**config.mk**
```make
export PLATFORM = sky130hd
export DESIGN_NAME = mc_controller_v2_flat
export DESIGN_NICKNAME = d
export VERILOG_FILES = /design/src/rtl/mc_controller_v2_if.sv /design/src/rtl/mc_controller_v2.sv /design/src/flat_wrapper.sv
export SDC_FILE = /design/constraint.sdc
export NUM_CORES = 1
export LEC_CHECK = 0
export CAP_MARGIN = 10
export CORE_MARGIN = 1
export CORE_UTILIZATION = 35
export DETAILED_ROUTE_END_ITERATION = 12
export PLACE_DENSITY = 0.78
export SLEW_MARGIN = 0
export SYNTH_ARGS = -nofsm -noshare
export SYNTH_HDL_FRONTEND = slang
export SYNTH_SLANG_ARGS = --single-unit
```
**constraint.sdc**
```tcl
create_clock -name clk -period 1.4 [get_ports clk]
set_input_delay 0.28 -clock clk [delete_from_list [all_inputs] [get_ports clk]]
set_output_delay 0.28 -clock clk [all_outputs]
set_load 0.05 [all_outputs]
```
**src/rtl/mc_controller_v2_if.sv**
```systemverilog
// Purpose : control-unit <-> datapath bundle for the multicycle MIPS controller.
// Latency : none; wires only.
// Backpressure: memready_i stretches memory states when the controller is built to wait.
// Ports   : master = controller (drives datapath controls), slave = datapath/IR side.
interface mc_controller_v2_if #(
  parameter int STATE_W = 4
);
  logic [5:0]         op_i;
  logic               zero_i;
  logic               memready_i;
  logic               memread_o;
  logic               memwrite_o;
  logic               iord_o;
  logic               irwrite_o;
  logic               alusrca_o;
  logic               regwrite_o;
  logic               memsize_o;
  logic               pcen_o;
  logic [1:0]         regdst_o;
  logic [1:0]         memtoreg_o;
  logic [1:0]         pcsource_o;
  logic [2:0]         alusrcb_o;
  logic [2:0]         aluop_o;
  logic               exception_o;
  logic [STATE_W-1:0] state_o;

  modport master (
    input  op_i, zero_i, memready_i,
    output memread_o, memwrite_o, iord_o, irwrite_o, alusrca_o, regwrite_o,
           memsize_o, pcen_o, regdst_o, memtoreg_o, pcsource_o, alusrcb_o,
           aluop_o, exception_o, state_o
  );

  modport slave (
    output op_i, zero_i, memready_i,
    input  memread_o, memwrite_o, iord_o, irwrite_o, alusrca_o, regwrite_o,
           memsize_o, pcen_o, regdst_o, memtoreg_o, pcsource_o, alusrcb_o,
           aluop_o, exception_o, state_o
  );
endinterface

```
**src/rtl/mc_controller_v2.sv**
```systemverilog
// Purpose : multicycle MIPS FSM controller (R, J/JAL, BEQ/BNE, ADDI/ANDI/ORI, LB/LW, SB/SW, trap).
// Latency : outputs are combinational from the state register; 3-5 cycles per instruction.
// Backpressure: with WAIT_MEM=1, FETCH/MEMRD/MEMWR hold until memready_i; PC/IR writes held off.
// Ports   : clk, rst (sync, active-high); bus (master modport): op_i, zero_i, memready_i in,
//           datapath mux selects / enables, exception_o pulse and debug state_o out.
module mc_controller_v2 #(
  parameter int WAIT_MEM = 1,
  parameter int EXT_OPS  = 1,
  parameter int STATE_W  = 4
) (
  input  logic               clk,
  input  logic               rst,
  mc_controller_v2_if.master bus
);

  localparam logic [5:0] OP_R    = 6'b000000;
  localparam logic [5:0] OP_J    = 6'b000010;
  localparam logic [5:0] OP_JAL  = 6'b000011;
  localparam logic [5:0] OP_BEQ  = 6'b000100;
  localparam logic [5:0] OP_BNE  = 6'b000101;
  localparam logic [5:0] OP_ADDI = 6'b001000;
  localparam logic [5:0] OP_ANDI = 6'b001100;
  localparam logic [5:0] OP_ORI  = 6'b001101;
  localparam logic [5:0] OP_LB   = 6'b100000;
  localparam logic [5:0] OP_LW   = 6'b100011;
  localparam logic [5:0] OP_SB   = 6'b101000;
  localparam logic [5:0] OP_SW   = 6'b101011;

  typedef enum logic [STATE_W-1:0] {
    S_FETCH  = STATE_W'(0),
    S_DECODE = STATE_W'(1),
    S_MEMADR = STATE_W'(2),
    S_MEMRD  = STATE_W'(3),
    S_MEMWB  = STATE_W'(4),
    S_MEMWR  = STATE_W'(5),
    S_RTEX   = STATE_W'(6),
    S_RTWB   = STATE_W'(7),
    S_BREX   = STATE_W'(8),
    S_JEX    = STATE_W'(9),
    S_IEX    = STATE_W'(10),
    S_IWB    = STATE_W'(11),
    S_JALEX  = STATE_W'(12),
    S_TRAP   = STATE_W'(13)
  } state_t;

  state_t r_state;
  state_t w_next;

  logic w_ext;
  logic w_ready;
  logic w_op_r, w_op_j, w_op_jal, w_op_beq, w_op_bne, w_op_addi, w_op_andi, w_op_ori;
  logic w_op_lb, w_op_lw, w_op_sb, w_op_sw;
  logic w_load, w_store, w_branch, w_imm;
  logic w_bne;
  logic w_pcwrite, w_pcwritecond;

  assign w_ext   = (EXT_OPS != 0);
  assign w_ready = (WAIT_MEM != 0) ? bus.memready_i : 1'b1;

  // Extended opcodes are only recognised when EXT_OPS is set; otherwise they fall to TRAP.
  assign w_op_r    = (bus.op_i == OP_R);
  assign w_op_j    = (bus.op_i == OP_J);
  assign w_op_beq  = (bus.op_i == OP_BEQ);
  assign w_op_addi = (bus.op_i == OP_ADDI);
  assign w_op_lb   = (bus.op_i == OP_LB);
  assign w_op_sb   = (bus.op_i == OP_SB);
  assign w_op_jal  = w_ext & (bus.op_i == OP_JAL);
  assign w_op_bne  = w_ext & (bus.op_i == OP_BNE);
  assign w_op_andi = w_ext & (bus.op_i == OP_ANDI);
  assign w_op_ori  = w_ext & (bus.op_i == OP_ORI);
  assign w_op_lw   = w_ext & (bus.op_i == OP_LW);
  assign w_op_sw   = w_ext & (bus.op_i == OP_SW);

  assign w_load   = w_op_lb | w_op_lw;
  assign w_store  = w_op_sb | w_op_sw;
  assign w_branch = w_op_beq | w_op_bne;
  assign w_imm    = w_op_addi | w_op_andi | w_op_ori;

  // Raw compare: BREX is only reachable for BEQ/BNE, so no EXT gating is needed here.
  assign w_bne = (bus.op_i == OP_BNE);

  always_ff @(posedge clk) begin
    if (rst) r_state <= S_FETCH;
    else     r_state <= w_next;
  end

  always_comb begin
    w_next = S_FETCH;
    case (r_state)
      S_FETCH:  w_next = w_ready ? S_DECODE : S_FETCH;
      S_DECODE: begin
        if (w_load | w_store) w_next = S_MEMADR;
        else if (w_op_r)      w_next = S_RTEX;
        else if (w_branch)    w_next = S_BREX;
        else if (w_op_j)      w_next = S_JEX;
        else if (w_op_jal)    w_next = S_JALEX;
        else if (w_imm)       w_next = S_IEX;
        else                  w_next = S_TRAP;
      end
      S_MEMADR: w_next = w_load ? S_MEMRD : S_MEMWR;
      S_MEMRD:  w_next = w_ready ? S_MEMWB : S_MEMRD;
      S_MEMWR:  w_next = w_ready ? S_FETCH : S_MEMWR;
      S_RTEX:   w_next = S_RTWB;
      S_IEX:    w_next = S_IWB;
      default:  w_next = S_FETCH;
    endcase
  end

  always_comb begin
    bus.memread_o   = 1'b0;
    bus.memwrite_o  = 1'b0;
    bus.iord_o      = 1'b0;
    bus.irwrite_o   = 1'b0;
    bus.alusrca_o   = 1'b0;
    bus.regwrite_o  = 1'b0;
    bus.memsize_o   = 1'b0;
    bus.regdst_o    = 2'b00;
    bus.memtoreg_o  = 2'b00;
    bus.pcsource_o  = 2'b00;
    bus.alusrcb_o   = 3'b000;
    bus.aluop_o     = 3'b000;
    bus.exception_o = 1'b0;
    w_pcwrite       = 1'b0;
    w_pcwritecond   = 1'b0;
    case (r_state)
      S_FETCH: begin
        // PC and IR only update on the cycle memory actually delivers.
        bus.memread_o = 1'b1;
        bus.alusrcb_o = 3'b001;
        bus.irwrite_o = w_ready;
        w_pcwrite     = w_ready;
      end
      S_DECODE: bus.alusrcb_o = 3'b011;
      S_MEMADR: begin
        bus.alusrca_o = 1'b1;
        bus.alusrcb_o = 3'b010;
      end
      S_MEMRD: begin
        bus.memread_o = 1'b1;
        bus.iord_o    = 1'b1;
        bus.memsize_o = w_op_lw;
      end
      S_MEMWB: begin
        bus.regwrite_o = 1'b1;
        bus.memtoreg_o = 2'b01;
      end
      S_MEMWR: begin
        bus.memwrite_o = 1'b1;
        bus.iord_o     = 1'b1;
        bus.memsize_o  = w_op_sw;
      end
      S_RTEX: begin
        bus.alusrca_o = 1'b1;
        bus.aluop_o   = 3'b010;
      end
      S_RTWB: begin
        bus.regwrite_o = 1'b1;
        bus.regdst_o   = 2'b01;
      end
      S_BREX: begin
        bus.alusrca_o  = 1'b1;
        bus.aluop_o    = 3'b001;
        bus.pcsource_o = 2'b01;
        w_pcwritecond  = 1'b1;
      end
      S_JEX: begin
        bus.pcsource_o = 2'b10;
        w_pcwrite      = 1'b1;
      end
      S_IEX: begin
        bus.alusrca_o = 1'b1;
        if (w_op_andi) begin
          bus.alusrcb_o = 3'b100;
          bus.aluop_o   = 3'b011;
        end else if (w_op_ori) begin
          bus.alusrcb_o = 3'b100;
          bus.aluop_o   = 3'b100;
        end else begin
          bus.alusrcb_o = 3'b010;
          bus.aluop_o   = 3'b000;
        end
      end
      S_IWB: begin
        bus.regwrite_o = 1'b1;
        bus.regdst_o   = 2'b00;
      end
      S_JALEX: begin
        // PC already holds PC+4 from FETCH; it goes to $31 while the jump target loads.
        bus.regwrite_o = 1'b1;
        bus.regdst_o   = 2'b10;
        bus.memtoreg_o = 2'b10;
        bus.pcsource_o = 2'b10;
        w_pcwrite      = 1'b1;
      end
      S_TRAP: bus.exception_o = 1'b1;
      default: ;
    endcase
  end

  // BNE inverts the sense of the zero flag for the conditional PC write.
  assign bus.pcen_o  = w_pcwrite | (w_pcwritecond & (bus.zero_i ^ w_bne));
  assign bus.state_o = r_state;

endmodule

```
**src/flat_wrapper.sv**
```systemverilog
// flat-port wrapper written by rule: the top's interface ports become plain ports
module mc_controller_v2_flat 
#(
  parameter int WAIT_MEM = 1,
  parameter int EXT_OPS  = 1,
  parameter int STATE_W  = 4
)
  (clk, rst, bus_op_i, bus_zero_i, bus_memready_i, bus_memread_o, bus_memwrite_o, bus_iord_o, bus_irwrite_o, bus_alusrca_o, bus_regwrite_o, bus_memsize_o, bus_pcen_o, bus_regdst_o, bus_memtoreg_o, bus_pcsource_o, bus_alusrcb_o, bus_aluop_o, bus_exception_o, bus_state_o);
  mc_controller_v2_if #(.STATE_W(STATE_W)) bus_i ();
  input  logic clk;
  input  logic rst;
  input wire logic [$bits(bus_i.op_i)-1:0] bus_op_i;
  input wire logic [$bits(bus_i.zero_i)-1:0] bus_zero_i;
  input wire logic [$bits(bus_i.memready_i)-1:0] bus_memready_i;
  output wire logic [$bits(bus_i.memread_o)-1:0] bus_memread_o;
  output wire logic [$bits(bus_i.memwrite_o)-1:0] bus_memwrite_o;
  output wire logic [$bits(bus_i.iord_o)-1:0] bus_iord_o;
  output wire logic [$bits(bus_i.irwrite_o)-1:0] bus_irwrite_o;
  output wire logic [$bits(bus_i.alusrca_o)-1:0] bus_alusrca_o;
  output wire logic [$bits(bus_i.regwrite_o)-1:0] bus_regwrite_o;
  output wire logic [$bits(bus_i.memsize_o)-1:0] bus_memsize_o;
  output wire logic [$bits(bus_i.pcen_o)-1:0] bus_pcen_o;
  output wire logic [$bits(bus_i.regdst_o)-1:0] bus_regdst_o;
  output wire logic [$bits(bus_i.memtoreg_o)-1:0] bus_memtoreg_o;
  output wire logic [$bits(bus_i.pcsource_o)-1:0] bus_pcsource_o;
  output wire logic [$bits(bus_i.alusrcb_o)-1:0] bus_alusrcb_o;
  output wire logic [$bits(bus_i.aluop_o)-1:0] bus_aluop_o;
  output wire logic [$bits(bus_i.exception_o)-1:0] bus_exception_o;
  output wire logic [$bits(bus_i.state_o)-1:0] bus_state_o;
  assign bus_i.op_i = bus_op_i;
  assign bus_i.zero_i = bus_zero_i;
  assign bus_i.memready_i = bus_memready_i;
  assign bus_memread_o = bus_i.memread_o;
  assign bus_memwrite_o = bus_i.memwrite_o;
  assign bus_iord_o = bus_i.iord_o;
  assign bus_irwrite_o = bus_i.irwrite_o;
  assign bus_alusrca_o = bus_i.alusrca_o;
  assign bus_regwrite_o = bus_i.regwrite_o;
  assign bus_memsize_o = bus_i.memsize_o;
  assign bus_pcen_o = bus_i.pcen_o;
  assign bus_regdst_o = bus_i.regdst_o;
  assign bus_memtoreg_o = bus_i.memtoreg_o;
  assign bus_pcsource_o = bus_i.pcsource_o;
  assign bus_alusrcb_o = bus_i.alusrcb_o;
  assign bus_aluop_o = bus_i.aluop_o;
  assign bus_exception_o = bus_i.exception_o;
  assign bus_state_o = bus_i.state_o;
  mc_controller_v2 #(.WAIT_MEM(WAIT_MEM), .EXT_OPS(EXT_OPS), .STATE_W(STATE_W)) u_core (.clk(clk), .rst(rst), .bus(bus_i));
endmodule
```
==> flow_summary.ini, run 1 <==
[synth]
synth_edf_count = 0
synth_top_area_share_pct = 10.9
synth_area_leaders = dfxtp_1, nand2b_1, nor2_1
ys.flop_type = dfxtp_1
ys_async_sr_fraction_pct = 0
yosys.area.top_type = dfxtp_1
syn_area_per_cell_um2 = 7.01
ys_warn_count = 0
synth.distinct_cells = 44
synthCells = 105
synth_nets = 115
synth_area_um2 = 736
synth_seq_cells = 4
seq_area_frac_synth_pct = 10.9

[placement]
hpwl_um = 3380
io_buffers = 34
place_congestion = 0.967
placed_area_um2 = 1830

[clock_network]
cts_made_buffers = 3
numClockSinks = 4
post-cts-setup-buffers = 16
htreeDepth = 1
ctsResizeCount = 71
clk_path_buf_depth = 2
cts_root_buf = clkbuf_4
hold_buffers = 0

[floorplan]
dieHeight_um = 47.8
pin_count = 35
fp.dieW_um = 47.8
row_count = 16
start_util_pct = 37.5

[run_status]
error = [ERROR DPL-0038] Utilization greater than 100%, impossible to legalize
stop_stage = 4_1_cts
status = aborted with a tool error
cells by family after synthesis:
logic type                Yosys count  synth area share, %
AOI/OAI and AO/OA                  29                 28.2
xor gates and xnor gates            5                 5.95
buffers and inverters              13                 9.86
DFF                                 4                 10.9
and+or+nand+nor                    54                 45.1
synthesized netlist by cell type, types with 2 or more instances:
cell type,n
a211oi_1,2
a21oi_1,6
and2_1,2
buf_2,4
buf_4,3
clkbuf_1,2
dfxtp_1,4
inv_1,3
nand2_1,5
nand2b_1,8
nand4b_1,2
nor2_1,12
nor2b_1,3
nor3_1,7
o21ai_0,7
o21ai_1,2
o311ai_1,2
or3_1,2
xnor2_1,3
xor2_1,2
stage by stage:
| step | setup TNS, ps | worst slack [ps] | instances | util, % | hold slack [ps] |
|---|---|---|---|---|---|
| 3_5_place_dp | -7110 | -734 | 193 | 93.5 | 685 |
| 2_1_floorplan | -3870 | -543 | 105 | - | 343 |
| 3_3_place_gp | -5720 | -662 | 193 | 93.5 | 662 |
==> run 2, diff against run 1 <==
--- a/config.mk
+++ b/config.mk
@@ -7,9 +7,9 @@
 export LEC_CHECK = 0
 export CAP_MARGIN = 10
 export CORE_MARGIN = 1
-export CORE_UTILIZATION = 35
+export CORE_UTILIZATION = 20
 export DETAILED_ROUTE_END_ITERATION = 12
-export PLACE_DENSITY = 0.78
+export PLACE_DENSITY_LB_ADDON = 0.15
 export SLEW_MARGIN = 0
 export SYNTH_ARGS = -nofsm -noshare
 export SYNTH_HDL_FRONTEND = slang
==> constraint.sdc (replaced) <==
create_clock -name clk -period 1.82 [get_ports clk]
set_input_delay 0.364 -clock clk [delete_from_list [all_inputs] [get_ports clk]]
set_output_delay 0.364 -clock clk [all_outputs]
set_load 0.05 [all_outputs]
==> run 2 against run 1 <==
  * The flow now finishes, with violations (negative setup slack)
  * Synthesized area did not move
  * Synthesized cell count did not move
==> flow_summary.ini, run 2 <==
[run_status]
status = complete, but fails checks
violations = negative setup slack

[clock_network]
cts_tree = yes
htreeDepth = 1
clk_latency_ps = 220
hold_buffers = 0
path_clk_slew_ps = 30
cts_root_buf = clkbuf_8
cts_made_buffers = 3
numClockSinks = 4
clk_path_buf_depth = 2

[timing]
setup-violations-final = 2
hold_slack_ps = 598
skew_ps = 4.70
hold_violations = 0
tns_ps = -78.5
fin_crit_sh_pct = 104
setup_slack_ps = -70.3
final.min_clock_period_ps = 1890
rsz0062_at_grt = yes
slew-limit-headroom_pct = 76.3
fmax_mhz = 529
max_slew.worst_pin.slew_ps = 353
finalMaxSlewViolations = 0

[grt]
grt-ovfl-total = 0
grt.total_usage_pct = 14.5
grt_first_pass_wirelength_um = 4550
antenna_found_initial = 0
grt_pass1_vias = 975
grt_max_degree = 15

[routing]
wl_met2_um = 1500
via_per_inst = 4.75
route.detailed.drc = 0
route.met3.wl_um = 84
vias = 998
drt-initial-drc-count = 16
firstDrtPassIters = 4
routed_wl_um = 2750
detail_route.wl_per_cell_um = 13.1
m1WireLength_um = 1150
highest_layer = met4
ant_nets = 0

[placement]
place_congestion = 0.832
io_buffers = 34
placed_cells = 197
hpwl_um = 2160

[synth]
ys_warn_count = 0
synth_nets = 115
ys.flop_type = dfxtp_1
synth_area_leaders = dfxtp_1, nand2b_1, nor2_1
synth_edf_count = 0
synth_seq_cells = 4
synth_top_area_share_pct = 10.9
synth_common_cells = nor2_1, nand2b_1, nor3_1, o21ai_0, a21oi_1
yosys.area.top_type = dfxtp_1
synthCells = 105
syn_area_per_cell_um2 = 7.01
synth.distinct_cells = 44
ys_async_sr_fraction_pct = 0
synth_area_um2 = 736
yosysMostFrequentCell = nor2_1
seq_area_frac_synth_pct = 10.9

[layout]
area.growth.synth_to_final_pct = 141
fin_nets = 176
fill_cells = 320
largest_reg_flops = 4
layout_commonest_cell = buf_4
ff_latch_area_um2 = 95.1
fin_cells = 210
drive_above_1_share_pct = 64.6
n_antenna_cell = 0
layout_common_cells = buf_4, buf_12, nor2_2
multiInputGateArea_um2 = 785

[floorplan]
fp.dieW_um = 62.7
row_count = 21
start_util_pct = 21.4
coreArea_um2 = 3440
pin_count = 35
dieHeight_um = 62.7
die-area_um2 = 3930

[critical_path]
slowest_delay_ps = 390
start_kind = flop
cp.arrival_ps = 1530
cp_max_fo = 5
cp_cell_sequence = or3b_4, a2111oi_4, buf_12
end_kind = output port
r2r_slack_ps = 230
startpoint = u_core.bus.state_o[1]
crit-reg2reg-launch = u_core.bus.state_o[1]
critPathSlowestCell = or3b_4
cp_data_required_time_ps = 1460
critPathKind = reg2out

[power_and_ir_drop]
p_leak_uw = 0.000720
irDropWorstVdd_mv = 0.388
cellPowerDensity_nw_per_um2 = 883

[worst_hold_path]
worstHoldStart = bus_op_i[4]
hp-class = in2reg

[run]
max_cap_viol_count = 0
-- run 2: worst paths after layout --
path	to	cells past startpoint
worst max-delay path	bus_memsize_o	3
worst min-delay path	u_core.bus.state_o[1]	5
worst max register to register	u_core.bus.state_o[1]	6
worst min register to register	u_core.bus.state_o[3]	2
-- run 2: layout make-up --
type                            instances  area share (%)
Clock buffer                            3            2.33
Inverter                                3           0.634
Multi-Input combinational cell         88            44.2
Sequential cell                         4            5.36
Tap cell                               46            3.24
Timing Repair Buffer                   66            44.3
-- run 2: per-stage QoR --
stage	total power (µW)	cell area, µm²	utilization, %	setup WS (ps)
2_1_floorplan	876	965	-	-207
3_3_place_gp	1300	1610	46.7	-389
3_5_place_dp	1310	1610	46.7	-427
4_1_cts	1520	1710	49.8	-134
5_1_grt	1640	1780	51.6	-118
6_report	1570	1780	51.6	-70.3
-- run 2: power breakdown --
group / internal (µW) / switching [µW]
Sequential: 111 / 68.9
Combinational: 551 / 652
Clock: 141 / 43.0
Total: 803 / 764
-- run 2: logic make-up (layout without fill, tap and decap cells) --
family | after synthesis | after routing | share of synthesized area [%]
AOI/OAI and AO/OA | 29 | 29 | 28.2
xor gates and xnor gates | 5 | 5 | 5.95
buffers and inverters | 13 | 72 | 9.86
DFF | 4 | 4 | 10.9
and+or+nand+nor | 54 | 54 | 45.1
-- run 2: what timing repair did --
item,4_1_cts,5_1_grt
resized for setup,26,10
gates cloned,0,0
setup endpoints to repair,7,10
buffers inserted,7,3
pin swaps,8,8
hold endpoints to repair,0,0
-- run 2: routing by layer --
layer / track usage (%) / vias to the layer above
met4: 3.78 / 0
met3: 2.37 / 3
li1: - / 506
met5: 0 / -
met2: 26.8 / 26
met1: 17.1 / 463
-- run 2: worst max-delay path, delay by kind of cell, from the launching register on --
family	cells	cell delay [ps]
simple gates	1	390
flops	1	360
compound gates	1	380
buf+inv	1	190
Note: power is estimated with default switching activity, not from simulation.
==> run 3, diff against run 2 <==
--- a/config.mk
+++ b/config.mk
@@ -5,6 +5,7 @@
 export SDC_FILE = /design/constraint.sdc
 export NUM_CORES = 1
 export LEC_CHECK = 0
+export ABC_CLOCK_PERIOD_IN_PS = 1820
 export CAP_MARGIN = 10
 export CORE_MARGIN = 1
 export CORE_UTILIZATION = 20
==> results of run 3 <==
The final DEF is identical to that of run 2; final timing and power are the same.
==> run 4, diff against run 3 <==
--- a/config.mk
+++ b/config.mk
@@ -11,7 +11,8 @@
 export CORE_UTILIZATION = 20
 export DETAILED_ROUTE_END_ITERATION = 12
 export PLACE_DENSITY_LB_ADDON = 0.15
-export SLEW_MARGIN = 0
+export SETUP_SLACK_MARGIN = 0.2
+export SLEW_MARGIN = 20
 export SYNTH_ARGS = -nofsm -noshare
 export SYNTH_HDL_FRONTEND = slang
 export SYNTH_SLANG_ARGS = --single-unit
==> run 4 against run 3 <==
  * Sequential share of layout area down 1.0 points
  * The run still ends with negative setup slack left
  * Count of clock-buffer cells in the layout is the same
  * Routed wire length increased by 13%
  * Fmax rose by 0.43%
  * Sequential power decreased by 18%
  * Utilization grew 12 points
  * Die area stayed put
  * Worst setup slack improved by 8.0 ps
  * First-iteration DRC count rose by 94%
==> flow_summary.ini, run 4 (synthesis results as in run 2) <==
[timing]
finalMaxSlewViolations = 0
rsz0062_at_grt = yes
max_slew.worst_pin.slew_ps = 367
setup_slack_ps = -62.2
slew-limit-headroom_pct = 75.4
fin_crit_sh_pct = 103
fmax_mhz = 531
setup-violations-final = 4
hold_violations = 0
final.min_clock_period_ps = 1880
skew_ps = 4.04

[clock_network]
clk_latency_ps = 220
clk_path_buf_depth = 2
path_clk_slew_ps = 30
cts_made_buffers = 3
hold_buffers = 0
htreeDepth = 1
numClockSinks = 4
cts_tree = yes
cts_root_buf = clkbuf_8

[floorplan]
start_util_pct = 21.4
row_count = 21
die-area_um2 = 3930
coreArea_um2 = 3440
fp.dieW_um = 62.7
pin_count = 35
dieHeight_um = 62.7

[grt]
grt_first_pass_wirelength_um = 5060
grt.total_usage_pct = 16.3
grt-ovfl-total = 0
grt_max_degree = 14
antenna_found_initial = 0
grt_pass1_vias = 1091

[routing]
route.detailed.drc = 0
firstDrtPassIters = 4
drt-initial-drc-count = 31
ant_nets = 0
vias = 1110
detail_route.wl_per_cell_um = 13.3
routed_wl_um = 3110
via_per_inst = 4.76

[placement]
place_congestion = 0.864
dp_slack_ps = -431
hpwl_um = 2160
io_buffers = 34
placed_cells = 200

[run_status]
status = complete, but fails checks
violations = negative setup slack

[critical_path]
end_kind = output port
critPathKind = in2out
cp_data_required_time_ps = 1460
start_kind = input pin
cp.arrival_ps = 1520
cp_max_fo = 3

[run]
max_cap_viol_count = 0

[layout]
area.growth.synth_to_final_pct = 198
fill_cells = 261
fin_util_pct = 63.8
layout_commonest_cell = buf_4
largest_reg_flops = 4
n_antenna_cell = 0
drive_above_1_share_pct = 73.8
fin_cells = 233
layout_common_cells = buf_4, buf_12, buf_6
fin_nets = 199

[power_and_ir_drop]
p_leak_uw = 0.000899
irDropWorstVdd_mv = 0.341
cellPowerDensity_nw_per_um2 = 850

[worst_hold_path]
hp-class = in2reg
==> run 4: cell types whose count changed in the layout (fill, tap and decap cells not counted), sizes merged <==
cell      change
buf          +23
clkinvlp      +1
inv           -1
==> run 4: per-layer routing <==
metal / global-route usage (%) / routed length [µm]
met1: 17.9 / 1250
met5: 0 / 0
met3: 2.37 / 128
met4: 7.85 / 72
met2: 30.2 / 1660
==> run 4: critical path, stage by stage <==
cell	delay, ps
dlygate4sd2_1	290
buf_4	150
or2_4	260
a2111oi_4	260
buf_12	180
==> run 4: stage by stage <==
step | cell area [µm²] | total power, µW | hold slack [ps] | TNS [ps]
3_5_place_dp | 1710 | 1370 | 534 | -3210
6_report | 2200 | 1870 | 593 | -136
3_3_place_gp | 1710 | 1370 | 518 | -2890
4_1_cts | 2060 | 1770 | 575 | -246
2_1_floorplan | 1030 | 935 | 427 | -624
5_1_grt | 2200 | 1950 | 618 | -424
==> run 4: area by class of cell <==
class / count / area, µm² / share of cell area, %
clock buffers: 3 / 41.3 / 1.88
multi-input cells: 88 / 905 / 41.2
repair buffers: 89 / 1080 / 49.3
inverters: 3 / 15.0 / 0.684
flip-flops and latches: 4 / 95.1 / 4.33
well taps: 46 / 57.6 / 2.62
==> run 4: final timing paths <==
kind	from	end	slack, ps	depth (start not counted)
hold reg to reg	u_core.bus.state_o[2]	u_core.bus.state_o[3]	630	2
hold / removal	bus_op_i[4]	u_core.bus.state_o[1]	590	5
setup reg to reg	u_core.bus.state_o[1]	u_core.bus.state_o[2]	270	8
setup / recovery	bus_op_i[2]	bus_memsize_o	-60	5
==> run 4: repair_timing <==
item,4_1_cts,5_1_grt
buffers inserted,18,12
gates cloned,0,0
resized for setup,63,9
setup endpoints to repair,23,22
pin swaps,18,14
==> run 4: power breakdown <==
group | total (µW) | leakage (µW) | internal [µW] | switching [µW]
Clock | 187 | 0.0000216 | 141 | 46.1
Sequential | 148 | 0.0000356 | 111 | 36.8
Combinational | 1530 | 0.000841 | 751 | 781
==> variant (flow settings as in run 2) <==
Make the reset (`rst`) asynchronous in one clocked block.
--- a/src/rtl/mc_controller_v2.sv
+++ b/src/rtl/mc_controller_v2.sv
@@ -80,5 +80,5 @@
   assign w_bne = (bus.op_i == OP_BNE);
 
-  always_ff @(posedge clk) begin
+  always_ff @(posedge clk or posedge rst) begin
     if (rst) r_state <= S_FETCH;
     else     r_state <= w_next;
Function: differs if rst is asserted again (counterexample within 4 cycles, from zero or initial values and one cycle with rst high); with rst held inactive, the same outputs for 10 cycles.
==> variant against run 2 <==
  * Area after synthesis decreased by 0.85%
  * Largest cell class unchanged
  * Cell area increased by 17%
  * Fmax decreased by 4.6%
  * Non-clock buffer count increased by 17
  * Sequential cell count unchanged
  * Routed wire length increased by 8.0%
  * The run still ends with negative setup slack left
  * Core utilization increased by 9.1 points
  * Setup slack got worse by 0.091 ns
Power is not compared: it rests on default switching activity, and its combinational part moved more than twofold at a synthesized area within 25%.
==> variant: results (changes against run 2) <==
* Portion of the post-synthesis area used by sequential elements: 13.7% (+2.8 points)
* Vias per cell: 4.77 (+0.30%)
* Most common cell in the netlist: nand2b_1
* Largest cells by area after synthesis: dfrtp_1 (14%), nand2b_1 (10%), a21oi_1 (6.2%), nor2_1 (5.1%), o21ai_0 (4.8%)
* Final net count: 193 (+9.7%)
- The combined global-route utilization of all metal layers came to 15.9% (+1.4 points).
- The largest net degree at the start of global routing is 11 (-4).
- The first-pass GRT wire length was 5.02 mm (+10%).
- Sum of negative setup slack: -0.611 ns (-0.532 ns)
- Synth Net Count: 118 (+2.6%)
- The register-to-register setup slack was 0.04 ns (-0.19 ns).
* Skew final: 0.000851 ns (-0.00385 ns)
- The tree is rooted in a clkbuf_4.
- The arrival time of the worst setup path is 1.62 ns (+0.09 ns).
- Worst path setup slack after routing: -0.162 ns (-0.0915 ns)
* Proportion of register bits with asynchronous set or reset after synthesis: 100% (+100 points)
- The final routed wirelength across all metal layers is 2.97 mm (+8.0%).
- The final reports fail on negative setup slack.
- The slew at the pin closest to its max-slew limit was 0.317 ns (-0.0358 ns).
* Worst min-delay path class: in2async
- Setup WS pre-CTS: -0.382 ns (+0.0449 ns)
- Status: finished with violations
- Number of setup violations in the final report: 6 (+4)
- Dominant synthesized flop cell: dfrtp_1
* Half-perimeter wire length after placement: 2.24 mm (+3.8%)
[variant: kinds of logic after synthesis]
group	count (synthesis)	synth area share [%]
buf+inv	15	10.1
xor+xnor	3	3.60
mux	1	1.54
compound gates	30	25.6
flops	4	13.7
simple gates	55	45.5
[variant: cell type report]
| class | instances | area share, % |
|---|---|---|
| timing repair buffer | 83 | 50.4 |
| multi-input combinational | 89 | 40.3 |
| sequential | 4 | 5.07 |
| tap | 46 | 2.78 |
| clock buffer | 3 | 1.09 |
| inverter | 2 | 0.362 |
[variant: worst max-delay path: stages (launching register included)]
cell     delay [ns]
dfrtp_2        0.44
buf_4          0.17
or4b_4         0.53
o21ai_4        0.09
buf_12         0.15
[variant: power breakdown]
group	leakage (µW)	internal, µW	switching [µW]
combinational	0.000813	1400	1390
sequential	0.0000466	127	61.5
clock	0.0000138	73.6	34.4
[variant: metrics by stage]
stage               total power [µW]  hold WS, ns  area, µm²  instances
finish                          3080        0.314       2070        227
global route                    3220        0.342       2070        227
CTS                             3010        0.310       2020        225
detailed placement              2550        0.560       1760        208
global placement                2540        0.550       1760        208
floorplan                       1540        0.130        981        108
[variant: routing by layer]
metal	up-vias	track usage, %	wire length, µm
met5	-	0	0
met4	0	4.07	13
met3	2	1.09	96
met2	32	31.0	1680
met1	511	18.4	1170
li1	537	-	-
[variant: repair_timing]
item / in CTS / in global routing
gates resized for setup: 43 / 16
endpoints found under the hold margin: 0 / 0
buffers inserted: 14 / 5
hold buffers: 0 / 0
endpoints found under the setup margin: 17 / 21
pin swaps: 13 / 10
[variant: worst paths after layout]
kind                                         end             startpoint
min in group clk           u_core.bus.state_o[1]            bus_op_i[4]
setup / recovery                bus_alusrcb_o[1]  u_core.bus.state_o[2]
hold / removal             u_core.bus.state_o[1]                    rst
max in group asynchronous  u_core.bus.state_o[0]                    rst
setup reg to reg           u_core.bus.state_o[2]  u_core.bus.state_o[2]
hold reg to reg            u_core.bus.state_o[3]  u_core.bus.state_o[2]
